==> src/rtl/updown_counter_gen_if.sv <==
// Host bus bundle for updown_counter_gen.
//   ncs_in       chip select, active low
//   nwr_in       write strobe, active low
//   nrd_in       read strobe, active low
//   addr_in      register address
//   din_in       write data
//   dout_out     registered read data
//   rd_valid_out one-clock pulse qualifying dout_out
// WIDTH must match the WIDTH of the counter it is attached to.
interface updown_counter_gen_if #(
    parameter int unsigned WIDTH = 8
) ();
    logic             ncs_in;
    logic             nwr_in;
    logic             nrd_in;
    logic [2:0]       addr_in;
    logic [WIDTH-1:0] din_in;
    logic [WIDTH-1:0] dout_out;
    logic             rd_valid_out;

    modport master (
        output ncs_in, nwr_in, nrd_in, addr_in, din_in,
        input  dout_out, rd_valid_out
    );

    modport slave (
        input  ncs_in, nwr_in, nrd_in, addr_in, din_in,
        output dout_out, rd_valid_out
    );
endinterface

==> src/rtl/updown_counter_gen.sv <==
// Bus-programmed up/down counter. The host loads PLR/ULR/LLR/CCR/CTRL over the
// ncs/nwr/nrd bus; a rising edge on start_in runs CCR count cycles (or runs
// continuously) in bounce, up-wrap or down-wrap mode. ec_out pulses when the
// last cycle completes.
//   clk_in, reset_in  clock and synchronous active-high reset
//   bus               host register bus (slave side)
//   start_in          rising edge requests a run
//   stop_in           level, aborts a run
//   count_out         current count
//   dir_out           1 = last step up or hold, 0 = last step down
//   busy_out          run in progress
//   ec_out            one-clock end-of-count pulse
//   err_out           configuration error
module updown_counter_gen #(
    parameter int unsigned WIDTH     = 8,
    parameter int unsigned CCR_WIDTH = 8
) (
    input  logic                  clk_in,
    input  logic                  reset_in,
    updown_counter_gen_if.slave   bus,
    input  logic                  start_in,
    input  logic                  stop_in,
    output logic [WIDTH-1:0]      count_out,
    output logic                  dir_out,
    output logic                  busy_out,
    output logic                  ec_out,
    output logic                  err_out
);

    localparam logic [WIDTH-1:0]     One    = WIDTH'(1);
    localparam logic [CCR_WIDTH-1:0] CcrOne = CCR_WIDTH'(1);

    typedef enum logic [0:0] {StIdle, StRun} state_e;

    state_e               state_q, state_d;
    logic [WIDTH-1:0]     plr_q, ulr_q, llr_q, count_q, dout_q;
    logic [CCR_WIDTH-1:0] ccr_q, rem_q;
    logic [2:0]           ctrl_q;
    logic                 dir_q, hit_u_q, hit_l_q, ec_q, err_q, wr_err_q, rd_valid_q, start_q;

    logic                 busy, wr_en, rd_en, cfg_wr, locked_wr, accept, cont, cfg_err;
    logic [1:0]           mode;
    logic [WIDTH-1:0]     step_count, rd_data;
    logic                 step_dir, hit_u_n, hit_l_n, cycle_done, last_cycle;

    assign busy      = (state_q == StRun);
    assign mode      = ctrl_q[1:0];
    assign cont      = ctrl_q[2];
    assign wr_en     = !bus.ncs_in && !bus.nwr_in;
    assign rd_en     = !bus.ncs_in && !bus.nrd_in && bus.nwr_in;
    assign cfg_wr    = wr_en && (bus.addr_in <= 3'd4) && !busy;
    assign locked_wr = wr_en && (bus.addr_in <= 3'd4) && busy;
    // stop wins over a simultaneous start
    assign accept    = !busy && start_in && !start_q && !err_q && !stop_in;

    assign cfg_err = (plr_q < llr_q) || (plr_q > ulr_q) || (llr_q > ulr_q) ||
                     (mode == 2'b11) || ((ccr_q == '0) && !cont);

    // One counting step from the current position.
    always_comb begin
        step_count = count_q;
        step_dir   = dir_q;
        if (ulr_q == llr_q) begin
            // degenerate window: hold, each clock is a full cycle
            step_dir = 1'b1;
        end else begin
            case (mode)
                2'b00: begin
                    if (dir_q) begin
                        if (count_q == ulr_q) begin
                            step_count = count_q - One;
                            step_dir   = 1'b0;
                        end else begin
                            step_count = count_q + One;
                        end
                    end else begin
                        if (count_q == llr_q) begin
                            step_count = count_q + One;
                            step_dir   = 1'b1;
                        end else begin
                            step_count = count_q - One;
                        end
                    end
                end
                2'b01: begin
                    step_dir   = 1'b1;
                    step_count = (count_q == ulr_q) ? llr_q : count_q + One;
                end
                2'b10: begin
                    // the wrap jump leaves dir untouched
                    if (count_q == llr_q) begin
                        step_count = ulr_q;
                    end else begin
                        step_count = count_q - One;
                        step_dir   = 1'b0;
                    end
                end
                default: ;
            endcase
        end
    end

    // Arrival flags include this step; a wrap lands on the opposite limit and so sets it too.
    assign hit_u_n    = hit_u_q || (step_count == ulr_q);
    assign hit_l_n    = hit_l_q || (step_count == llr_q);
    assign cycle_done = (step_count == plr_q) && hit_u_n && hit_l_n;
    assign last_cycle = cycle_done && !cont && (rem_q == CcrOne);

    always_comb begin
        case (bus.addr_in)
            3'd0:    rd_data = plr_q;
            3'd1:    rd_data = ulr_q;
            3'd2:    rd_data = llr_q;
            3'd3:    rd_data = WIDTH'(ccr_q);
            3'd4:    rd_data = WIDTH'(ctrl_q);
            3'd5:    rd_data = WIDTH'({wr_err_q, err_q, busy, dir_q});
            3'd6:    rd_data = count_q;
            default: rd_data = WIDTH'(rem_q);
        endcase
    end

    // FSM: state register
    always_ff @(posedge clk_in) begin
        if (reset_in) begin
            state_q <= StIdle;
        end else begin
            state_q <= state_d;
        end
    end

    // FSM: next state
    always_comb begin
        state_d = state_q;
        case (state_q)
            StIdle:  if (accept) state_d = StRun;
            StRun:   if (stop_in || last_cycle) state_d = StIdle;
            default: state_d = StIdle;
        endcase
    end

    // FSM: outputs
    always_comb begin
        busy_out         = busy;
        count_out        = count_q;
        dir_out          = dir_q;
        ec_out           = ec_q;
        err_out          = err_q;
        bus.dout_out     = dout_q;
        bus.rd_valid_out = rd_valid_q;
    end

    // Registers and datapath
    always_ff @(posedge clk_in) begin
        if (reset_in) begin
            plr_q      <= '0;
            ulr_q      <= '1;
            llr_q      <= '0;
            ccr_q      <= CcrOne;
            ctrl_q     <= '0;
            rem_q      <= '0;
            count_q    <= '0;
            dir_q      <= 1'b1;
            hit_u_q    <= 1'b0;
            hit_l_q    <= 1'b0;
            ec_q       <= 1'b0;
            err_q      <= 1'b0;
            wr_err_q   <= 1'b0;
            dout_q     <= '0;
            rd_valid_q <= 1'b0;
            start_q    <= 1'b0;
        end else begin
            start_q    <= start_in;
            err_q      <= cfg_err;
            ec_q       <= 1'b0;
            rd_valid_q <= rd_en;

            if (cfg_wr) begin
                case (bus.addr_in)
                    3'd0:    plr_q  <= bus.din_in;
                    3'd1:    ulr_q  <= bus.din_in;
                    3'd2:    llr_q  <= bus.din_in;
                    3'd3:    ccr_q  <= CCR_WIDTH'(bus.din_in);
                    default: ctrl_q <= bus.din_in[2:0];
                endcase
            end
            if (locked_wr) wr_err_q <= 1'b1;

            if (rd_en) begin
                dout_q <= rd_data;
                if (bus.addr_in == 3'd5) wr_err_q <= 1'b0;
            end

            if (accept) begin
                count_q <= plr_q;
                rem_q   <= ccr_q;
                dir_q   <= 1'b1;
                hit_u_q <= 1'b0;
                hit_l_q <= 1'b0;
            end else if (busy && !stop_in) begin
                count_q <= step_count;
                dir_q   <= step_dir;
                if (cycle_done) begin
                    hit_u_q <= 1'b0;
                    hit_l_q <= 1'b0;
                    if (!cont) begin
                        rem_q <= rem_q - CcrOne;
                        ec_q  <= last_cycle;
                    end
                end else begin
                    hit_u_q <= hit_u_n;
                    hit_l_q <= hit_l_n;
                end
            end
        end
    end

endmodule
==> src/flat_wrapper.sv <==
// flat-port wrapper written by rule: the top's interface ports become plain ports
module updown_counter_gen_flat 
#(
    parameter int unsigned WIDTH     = 8,
    parameter int unsigned CCR_WIDTH = 8
)
  (clk_in, reset_in, start_in, stop_in, count_out, dir_out, busy_out, ec_out, err_out, bus_ncs_in, bus_nwr_in, bus_nrd_in, bus_addr_in, bus_din_in, bus_dout_out, bus_rd_valid_out);
  updown_counter_gen_if #(.WIDTH(WIDTH)) bus_i ();
  input  logic clk_in;
  input  logic reset_in;
  input  logic start_in;
  input  logic stop_in;
  output logic [WIDTH-1:0] count_out;
  output logic dir_out;
  output logic busy_out;
  output logic ec_out;
  output logic err_out;
  input wire logic [$bits(bus_i.ncs_in)-1:0] bus_ncs_in;
  input wire logic [$bits(bus_i.nwr_in)-1:0] bus_nwr_in;
  input wire logic [$bits(bus_i.nrd_in)-1:0] bus_nrd_in;
  input wire logic [$bits(bus_i.addr_in)-1:0] bus_addr_in;
  input wire logic [$bits(bus_i.din_in)-1:0] bus_din_in;
  output wire logic [$bits(bus_i.dout_out)-1:0] bus_dout_out;
  output wire logic [$bits(bus_i.rd_valid_out)-1:0] bus_rd_valid_out;
  assign bus_i.ncs_in = bus_ncs_in;
  assign bus_i.nwr_in = bus_nwr_in;
  assign bus_i.nrd_in = bus_nrd_in;
  assign bus_i.addr_in = bus_addr_in;
  assign bus_i.din_in = bus_din_in;
  assign bus_dout_out = bus_i.dout_out;
  assign bus_rd_valid_out = bus_i.rd_valid_out;
  updown_counter_gen #(.WIDTH(WIDTH), .CCR_WIDTH(CCR_WIDTH)) u_core (.clk_in(clk_in), .reset_in(reset_in), .bus(bus_i), .start_in(start_in), .stop_in(stop_in), .count_out(count_out), .dir_out(dir_out), .busy_out(busy_out), .ec_out(ec_out), .err_out(err_out));
endmodule
==> config.mk <==
export PLATFORM = sky130hd
export DESIGN_NAME = updown_counter_gen_flat
export DESIGN_NICKNAME = d
export VERILOG_FILES = /design/src/rtl/updown_counter_gen_if.sv /design/src/rtl/updown_counter_gen.sv /design/src/flat_wrapper.sv
export SDC_FILE = /design/constraint.sdc
export NUM_CORES = 1
export LEC_CHECK = 0
export ABC_AREA = 1
export CAP_MARGIN = 20
export CORE_ASPECT_RATIO = 2
export CORE_MARGIN = 3
export CORE_UTILIZATION = 54
export CTS_CLUSTER_SIZE = 16
export DETAILED_ROUTE_END_ITERATION = 6
export PLACE_DENSITY_LB_ADDON = 0.1
export SLEW_MARGIN = 0
export SYNTH_ARGS = -nofsm -noshare
export SYNTH_HDL_FRONTEND = slang
export SYNTH_SLANG_ARGS = --single-unit
==> constraint.sdc <==
create_clock -name clk_in -period 2.73 [get_ports clk_in]
set_input_delay 0.546 -clock clk_in [delete_from_list [all_inputs] [get_ports clk_in]]
set_output_delay 0.546 -clock clk_in [all_outputs]
set_load 0.02 [all_outputs]
==> summary.md <==
| Metric | Value |
|---|---|
| Leakage power total | roughly 3.5 nW |
| Post-Synthesis Cells | 834 |
| Crit path DAT | 3360 ps |
| Sequential element share of the synthesized area | 25.5% |
| Highest-count cells in the layout ignoring fill and taps | sky130_fd_sc_hd__nand2_1, sky130_fd_sc_hd__buf_4, sky130_fd_sc_hd__nand3_1 |
| Maximum net fanout on the critical path | 5 |
| Pin count of the biggest net entering global routing | 34 |
| Detail-routed via count per cell | 6.40 |
| Number of storage elements in the synthesis netlist | 68 |
| GRT Overall Usage | between 40% and 50% |
| Failing checks | design-rule violations, negative setup slack |
| Remaining global-route overflow | 0 |
| Critical path start-end classification | reg -> reg |
| CP Buf/Inv Count | 6 |
| Final setup margin | -354 ps |
| Register cell area after layout | roughly 1400 µm² |
| Top Ports | 39 |
| CP delay by family, top | simple AND/OR/NAND/NOR gates |
| Initial antenna violation count | 1 |
| Period utilization | 113% |
| Placer Congestion | 1.02 |
| Deepest clock path buffer count | 2 |
| Most common cell after layout, fill and taps aside | sky130_fd_sc_hd__nand2_1 |
| Floorplan die area | 11200 µm² |
| Antenna Diode Count | 0 |
| Status | finished, violations left |
| Clock Sink Count | 68 |
| Initial DRC count | 851 |
| Clock Root Buffer | sky130_fd_sc_hd__clkbuf_16 |
| Post-synth top flop | sky130_fd_sc_hd__dfxtp_1 |
| Std-Cell Core Area | 9510 µm² |
| Critical path, cell by cell | inv_4 > nand2_1 > nand2_1 > nand2_2 > buf_6 > nor2_4 > buf_6 > nand3_1 > nand3_1 > nand2_1 > nor2_2 > nand2_2 > buf_6 > nand3_1 > nand3_2 > nor2_2 > nand3_2 > a21oi_4 > buf_4 > nand2_4 > nor3_2 > buf_4 |
| Max Clk Rate | 324 MHz |
| Finish-stage setup viols | 12 |
| Hold buffer count at cts | 0 |
| Area added between synthesis and finish | 48.8% |
| Setup slack of the most critical reg-to-reg path | -350 ps |
| Data required time of the critical path | 3000 ps |
| Measured slew at the worst slew-check pin | 848 ps |
| Area of the mapped netlist | 5340 µm² |
| Post-detailed-placement cell area | 6570 µm² |
| CTS tree | done |
| Total count of hold-check failures in the final report | 0 |
| Total wirelength of the detailed-routed design | about 26 mm |
| Via count of the first global-routing pass | 7105 |
| Final core utilization | 83.5% |
| Post-layout power | 3.04 mW |
| Drt pass-1 iters | 7 |
| Area of the multi-input gates | 4060 µm² |
| Global-route wire length before repair | about 37 mm |
| Finished layout cell area | between 7000 and 8000 µm² |
| Count of input and output buffers | 38 |
| Number of flops mapped to enable cells by yosys | 0 |
| DRC violation count after routing | 1 |
| Post-Route Hold Slack | 479 ps |
| Count of nets after finishing | 1047 |
| Total negative setup slack | -3510 ps |
| Stage delay of the slowest cell on the critical path | 370 ps |
| Die Ht | 147 µm |
| Total power per unit cell area | approximately 380 nW/µm² |
| Number of buffers created by CTS | 9 |
| Post-synthesis net count | around 880 |
| Final count of pins violating max slew | 0 |
| Peak ir drop on the vdd network | 0.483 mV |
| Async set or reset register ratio after synthesis | 0% |
| Worst-case headroom to the max-slew limit | 43.4% |
| Share of cells above drive strength 1 | 34.9% |
| Level count of the clock H-tree | 3 |
| Master of the slowest instance on the critical path | sky130_fd_sc_hd__dfxtp_4 |
| Floorplan die width | around 76 µm |
| Nature of the critical path startpoint | register |
| RSZ-0062 raised after global routing | yes |
| Capturing element type of the critical path | register |
| Total of warnings raised by yosys | 0 |
| Post-synth cell types | 45 |
| Clock transition at path regs | roughly 60 ps |
| Average detailed-routed wire length per instance | between 20 and 25 µm |
| Post-route minimum period | 3080 ps |
| Max-cap violation count | 0 |
| Total number of vias | 7252 |
| Final antenna-violating net count | 0 |
| Avg Cell Area, Syn | 6.40 µm² |
| Type of the most critical hold path | reg -> reg |
| Initial core utilization | 56.1% |
| Skew-Pair Late Insertion Delay | 330 ps |
| Cell row count | 50 |
| Fillers | 594 |
| HPWL after DPL | 17.3 mm |
| Worst-case clock skew | 5.44 ps |
[kinds of logic (layout without fill, tap and decap cells)]
family / count (synthesis) / in the layout / share of synthesized area (%)
compound gates: 174 / 174 / 18.8
xor+xnor: 16 / 16 / 2.62
fa+ha+maj: 31 / 31 / 7.27
buf+inv: 123 / 290 / 9.98
flops: 68 / 68 / 25.5
simple gates: 422 / 424 / 35.9
[layer usage]
| layer | vias up | track usage [%] | wire (µm) |
|---|---|---|---|
| met5 | - | 0 | 0 |
| met4 | 0 | 43.7 | 3530 |
| met3 | 289 | 9.63 | 2190 |
| met2 | 583 | 73.4 | 12400 |
| met1 | 3243 | 39.0 | 7450 |
| li1 | 3137 | - | - |
[flip-flops by register name (all words and copies together) (netlist names)]
name	cells
u_core.bus.dout_out	8
u_core.ccr_q	8
u_core.count_out	8
u_core.llr_q	8
u_core.plr_q	8
u_core.rem_q	8
u_core.ulr_q	8
u_core.ctrl_q	3
u_core.bus.rd_valid_out	1
u_core.busy_out	1
u_core.dir_out	1
u_core.ec_out	1
u_core.err_out	1
u_core.hit_l_q	1
u_core.hit_u_q	1
u_core.start_q	1
u_core.wr_err_q	1
[per-stage QoR]
step	setup slack (ps)	instances
finish	-354	1133
floorplan	53.5	834
global placement	-198	1085
CTS	-61.2	1123
global route	-490	1133
detailed placement	-345	1085
[what timing repair did]
action / 4_1_cts / 5_1_grt
cloned: 2 / 0
buffers inserted: 20 / 11
endpoints found under the setup margin: 12 / 12
pin swaps: 63 / 50
resized for setup: 129 / 76
[worst min-delay path, stage by stage (launching register included)]
cell and delay (ps):
sky130_fd_sc_hd__dfxtp_1 310, sky130_fd_sc_hd__nand2_1 60, sky130_fd_sc_hd__a21oi_1 60
[layout make-up]
cell class                 instances  share of cell area, %
clock buffer                      10                   3.01
clock inverter                     6                   1.10
inverter                          95                   4.71
multi-input combinational        645                   51.2
sequential                        68                   17.8
tap                              130                   2.05
timing repair buffer             179                   20.1
[synthesized netlist by cell type, types with 2 or more instances]
master                        n  area (µm²)
sky130_fd_sc_hd__nand2_1    210         788
sky130_fd_sc_hd__nand3_1     93         465
sky130_fd_sc_hd__inv_1       85         319
sky130_fd_sc_hd__dfxtp_1     68        1360
sky130_fd_sc_hd__a21oi_1     65         325
sky130_fd_sc_hd__o21ai_0     58         290
sky130_fd_sc_hd__nor2_1      53         199
sky130_fd_sc_hd__ha_1        31         388
sky130_fd_sc_hd__nand2_2     23         144
sky130_fd_sc_hd__clkbuf_1    15        56.3
sky130_fd_sc_hd__o22ai_1     13        81.3
sky130_fd_sc_hd__a31oi_1     11        68.8
sky130_fd_sc_hd__nor3_1      11        55.1
sky130_fd_sc_hd__nand4_1      8        50.1
sky130_fd_sc_hd__nor2_2       8        50.1
sky130_fd_sc_hd__xnor2_1      8        70.1
sky130_fd_sc_hd__xor2_1       8        70.1
sky130_fd_sc_hd__buf_6        7        78.8
sky130_fd_sc_hd__inv_2        6        22.5
sky130_fd_sc_hd__a2111oi_0    4        35.0
sky130_fd_sc_hd__nand3_2      4        40.0
sky130_fd_sc_hd__nor2_4       4        45.0
sky130_fd_sc_hd__o211ai_1     4        30.0
sky130_fd_sc_hd__o221ai_1     4        35.0
sky130_fd_sc_hd__o41ai_1      4        35.0
sky130_fd_sc_hd__buf_2        3        15.0
sky130_fd_sc_hd__nand2_4      3        33.8
sky130_fd_sc_hd__a21oi_4      2        32.5
sky130_fd_sc_hd__buf_4        2        15.0
sky130_fd_sc_hd__clkinv_1     2        7.51
sky130_fd_sc_hd__nor4_1       2        12.5
sky130_fd_sc_hd__o21ai_1      2        10.0
[path summary, 6_finish.rpt]
kind | from | end | cells after the start
setup / recovery | u_core.count_out[0]$_SDFFE_PP0P_ | u_core.ec_out$_SDFF_PP0_ | 22
hold / removal | u_core.bus.dout_out[3]$_SDFFE_PP0P_ | u_core.bus.dout_out[3]$_SDFFE_PP0P_ | 2
setup reg to reg | u_core.count_out[0]$_SDFFE_PP0P_ | u_core.ec_out$_SDFF_PP0_ | 22
hold reg to reg | u_core.bus.dout_out[3]$_SDFFE_PP0P_ | u_core.bus.dout_out[3]$_SDFFE_PP0P_ | 2
[power by group]
part           total (mW)  internal (mW)  switching, mW  leakage (nW)
registers            1.05           1.01         0.0378         0.558
clock network        1.27          0.824          0.449         0.162
logic               0.718          0.267          0.450          2.76
(Power assumes the default switching activity.)
